$ cat src/rtl/pc_fetch_stage.sv
// Program-counter and fetch-control stage: owns the PC, issues req/ack fetches
// to instruction memory and hands fetched words to decode over valid/ready.
module pc_fetch_stage #(
  parameter logic [31:0] RESET_PC       = 32'h0000_0000,
  parameter int unsigned TIMEOUT_CYCLES = 16
) (
  input  logic        Clk,
  input  logic        Reset,
  input  logic [31:0] PCAddResult,
  output logic [31:0] PCResult,
  input  logic        Redirect,
  input  logic [31:0] BranchTarget,
  output logic        IMemReq,
  output logic [31:0] IMemAddr,
  input  logic        IMemAck,
  input  logic [31:0] IMemData,
  output logic [31:0] Instruction,
  output logic [31:0] InstrPC,
  output logic        InstrValid,
  input  logic        InstrReady,
  output logic        FetchError
);

  localparam logic [7:0] LP_CNT_LAST = 8'(TIMEOUT_CYCLES - 1);

  typedef enum logic [1:0] {
    S_IDLE,
    S_REQ,
    S_HOLD,
    S_ERR
  } state_t;

  state_t      r_state;
  state_t      w_state_nxt;
  logic [31:0] r_pc;
  logic [31:0] w_pc_nxt;
  logic [31:0] r_pend;
  logic [31:0] w_pend_nxt;
  logic        r_kill;
  logic        w_kill_nxt;
  logic [7:0]  r_cnt;
  logic [7:0]  w_cnt_nxt;
  logic [31:0] r_instr;
  logic [31:0] r_instr_pc;
  logic        w_capture;
  logic [31:0] w_target;

  function automatic logic [31:0] f_align(input logic [31:0] target);
    return target & 32'hFFFF_FFFC;
  endfunction

  assign w_target = f_align(BranchTarget);

  always_ff @(posedge Clk or negedge Reset) begin
    if (!Reset) r_state <= S_IDLE;
    else        r_state <= w_state_nxt;
  end

  always_comb begin
    w_state_nxt = r_state;
    w_pc_nxt    = r_pc;
    w_pend_nxt  = r_pend;
    w_kill_nxt  = r_kill;
    w_cnt_nxt   = r_cnt;
    w_capture   = 1'b0;
    case (r_state)
      S_IDLE: begin
        w_state_nxt = S_REQ;
        if (Redirect) w_pc_nxt = w_target;
      end
      S_REQ: begin
        if (IMemAck) begin
          w_cnt_nxt  = '0;
          w_kill_nxt = 1'b0;
          // Newest redirect wins; a killed fetch resumes at the parked target.
          if (Redirect)    w_pc_nxt = w_target;
          else if (r_kill) w_pc_nxt = r_pend;
          else begin
            w_capture   = 1'b1;
            w_pc_nxt    = PCAddResult;
            w_state_nxt = S_HOLD;
          end
        end else if (r_cnt == LP_CNT_LAST) begin
          w_state_nxt = S_ERR;
        end else begin
          w_cnt_nxt = r_cnt + 8'd1;
          // The address must stay stable until ack, so park the target.
          if (Redirect) begin
            w_pend_nxt = w_target;
            w_kill_nxt = 1'b1;
          end
        end
      end
      S_HOLD: begin
        if (Redirect) begin
          w_pc_nxt    = w_target;
          w_state_nxt = S_REQ;
        end else if (InstrReady) begin
          w_state_nxt = S_REQ;
        end
      end
      S_ERR: begin
        w_state_nxt = S_ERR;
      end
    endcase
  end

  always_ff @(posedge Clk or negedge Reset) begin
    if (!Reset) begin
      r_pc       <= RESET_PC;
      r_pend     <= '0;
      r_kill     <= 1'b0;
      r_cnt      <= '0;
      r_instr    <= '0;
      r_instr_pc <= '0;
    end else begin
      r_pc   <= w_pc_nxt;
      r_pend <= w_pend_nxt;
      r_kill <= w_kill_nxt;
      r_cnt  <= w_cnt_nxt;
      if (w_capture) begin
        r_instr    <= IMemData;
        r_instr_pc <= r_pc;
      end
    end
  end

  assign PCResult    = r_pc;
  assign IMemReq     = (r_state == S_REQ);
  assign IMemAddr    = (r_state == S_REQ) ? r_pc : 32'h0;
  assign InstrValid  = (r_state == S_HOLD);
  assign Instruction = r_instr;
  assign InstrPC     = r_instr_pc;
  assign FetchError  = (r_state == S_ERR);

endmodule

$ cat config.mk
export PLATFORM = sky130hd
export DESIGN_NAME = pc_fetch_stage
export DESIGN_NICKNAME = d
export VERILOG_FILES = /design/src/rtl/pc_fetch_stage.sv
export SDC_FILE = /design/constraint.sdc
export NUM_CORES = 1
export LEC_CHECK = 0
export CAP_MARGIN = 20
export CORE_MARGIN = 2
export CORE_UTILIZATION = 30
export DETAILED_ROUTE_END_ITERATION = 10
export PLACE_DENSITY = 0.56
export SLEW_MARGIN = 10
export SYNTH_ARGS = -nofsm -noshare
export SYNTH_HDL_FRONTEND = slang
export SYNTH_SLANG_ARGS = --single-unit
$ cat constraint.sdc
create_clock -name Clk -period 4.67 [get_ports Clk]
set_input_delay 0.467 -clock Clk [delete_from_list [all_inputs] [get_ports Clk]]
set_output_delay 0.467 -clock Clk [all_outputs]
set_load 0.01 [all_outputs]
==> impl_results.md <==
* Top cells by area, synth: dfrtp_1, mux2_1, mux2_2, mux2_4, and2_1
* R2R Setup Slk at 1.83 ns
* R2R depth at 5
* Post-CTS Hold Buffers at 0
* Worst vdd ir at about 0.00027 V
* Detailed Routing Iterations Pass 1 at 4
* Final Hold Viols at 0
* Clock sink total at 137
* Status: finished, final reports clean
* DRT iter0 DRCs at 136
* CP Depth at 4
* Via count at 4426
* Worst R2R Start: r_state[0]$_DFFE_PN0P_
* Initial Util at 0.305
* Placed Cells at 926
* CP cell instances: nand2b_1 -> inv_2 -> and2_1 -> clkdlybuf4s50_1
* Warnings from Yosys at 0
* Global route overflow at 0
* Seq/Total Area, Yosys at 0.534
* Fin crit period at 3.06 ns
* Crit-path leading delay family: buffers and inverters
* # port buffers at 229
* Setup TNS at 0 ns
* CP endpoint kind: output pin
* FMAX at 327 MHz
* Share of post-route cells with drive strength above 1 at 0.202
* Relative slew margins at 0.293
* Slowest-stage cell, CP: inv_2
* Total CTS buffers at 17
* DRC at 0
* Resized cells post-CTS at 0
* Commonest cells after routing, fill and taps aside: clkdlybuf4s50_1, dfrtp_1, mux2_1, mux2_2, and2_1
* RSZ-0062 raised after global routing: no
* Global-route wire length before repair at 26300 µm
* Worst Path Arrival at 2.59 ns
* Worst Path Required at 4.20 ns
* Power per Cell Area at 629 nW/µm²
* Synthesis-stage register bit count at 137
* ANT nets after route at 0
* Die area at 22600 µm²
* Synth-to-layout area growth at 49.4%
* Post-Syn Nets at ~550
* Core ar. at 21000 µm²
* Antenna Cells at 0
* Syn_area_per_cell at between 10 and 15 µm²
* Clk buf depth at 2
* Final GP Congestion at around 0.74
* CP startpoint: r_state[0]$_DFFE_PN0P_
* H-tree depth at 4
* # rows at 53
* Pins Over Slew Limit at 0
* Root buffer cell: clkbuf_16
* Wire per inst at 17.4 µm
* Max incr delay on CP at 0.60 ns
* Synth top area share at 0.534
* Layout Cells excl Fill at 958
* Vias/cell at 4.62
* Hold Crit Class: in -> async
* Commonest non-fill, non-tap cell in the layout: clkdlybuf4s50_1
* Setup-failing EPs final at 0
* Static leakage at ~0.0041 µW
* CTS tree: done
* Worst-Skew Late Latency at 0.42 ns
* Drt total wl at 16700 µm
* Cell Area, Synth at 6410 µm²
* Cell count after synthesis at between 400 and 500
* CP startpoint kind: flop
* Setup repair bufs after CTS at 0
* Final worst-path cycle share at 0.655
* Nets@finish at 772
* Max Cap Viol at 0
* Initial antenna violation count at 0
* Die Y at 150 µm
* Yosys top cell by area: dfrtp_1
* Max FO, Critical Path at 39
* Clk pin slew, worst setup/hold paths at roughly 0.06 ns
* Cell variety after synth at 43
* Vias in the first global route at 4759
* Worst-Margin Slew at 1.06 ns
* Critical Path End: IMemAddr[12]
* Largest net degree at the start of global routing at 105
* I/O pin cnt at 232
* DIE WIDTH at 150 µm
* Final HPWL DP at 11300 µm
* Bufs and invs on worst path at 2
* Fin Clk Skew at between 0.005 and 0.006 ns
* WS Path Type: reg -> out
* R2r endpoint: InstrPC[13]$_DFFE_PN0P_
* Global Route Usage Sum at 0.152
[worst min path at each step]
stage,start,endpoint,slack [ns],cells after the start
after floorplan,Reset,InstrPC[0]$_DFFE_PN0P_,0.17,0
after global placement,Instruction[22]$_DFFE_PN0P_,Instruction[22]$_DFFE_PN0P_,0.47,1
after detailed placement,Instruction[30]$_DFFE_PN0P_,Instruction[30]$_DFFE_PN0P_,0.48,1
after CTS,Reset,InstrPC[9]$_DFFE_PN0P_,0.22,1
after global routing,Reset,InstrPC[9]$_DFFE_PN0P_,0.23,1
final,Reset,InstrPC[9]$_DFFE_PN0P_,0.16,1
[metal layers]
metal | track usage | up-vias | share of wire
li1 | - | 2044 | -
met1 | 0.194 | 2239 | 0.43
met2 | 0.250 | 127 | 0.49
met3 | 0.0391 | 16 | 0.061
met4 | 0.0514 | 0 | 0.013
met5 | 0 | - | 0
[area by class of cell]
cell class | count | area, µm²
multi-input combinational | 277 | 2850
inverter | 3 | 11.3
sequential | 137 | 3430
timing repair buffer | 234 | 2330
tap | 275 | 344
clock buffer | 20 | 447
clock inverter | 12 | 174
fill | 1886 | 11400
[power by group]
group,switching [µW],internal [µW]
Combinational,820,1570
Sequential,443,1760
Clock,529,906
Total,1790,4230
[registers in the layout, summed over array words and instances (netlist names)]
register	flops
r_cnt	8
PCResult	32
r_pend	30
InstrPC	32
r_kill	1
r_state	2
Instruction	32
[per-stage QoR]
step,instance area [µm²],setup WS [ns],util,total power [µW],hold slack [ns]
2_1_floorplan,6410,2.80,-,3300,0.171
3_3_place_gp,8960,1.84,0.426,4590,0.467
3_5_place_dp,8960,1.75,0.426,4650,0.476
4_1_cts,9580,1.54,0.456,6130,0.216
5_1_grt,9580,1.39,0.456,6400,0.227
6_report,9580,1.61,0.456,6030,0.163
[logic make-up after synthesis]
group,count (synthesis),share of synthesized area
compound gates,25,0.0279
fa+ha+maj,1,0.00195
buf+inv,31,0.0267
flops,137,0.534
mux,187,0.346
simple gates,64,0.0632
[synthesized netlist by cell type, drive strengths merged]
library cell / instances
o211a: 1
dfrtp: 137
nor2: 3
or3b: 1
nor4: 2
nor3: 1
o21ai: 8
a21oi: 4
and3: 1
a21o: 1
or4: 2
and3b: 3
ha: 1
nor3b: 2
a22oi: 3
a2bb2oi: 1
a22o: 1
a41o: 1
nand4: 1
o31ai: 1
and2: 33
inv: 3
nand2b: 1
nand2: 4
clkbuf: 9
nand3b: 2
o21a: 1
o21bai: 1
buf: 19
o211ai: 1
mux2: 187
a211oi: 1
nor2b: 3
nand3: 4
nand4b: 1
No activity file was read; power rests on OpenSTA's default activity.
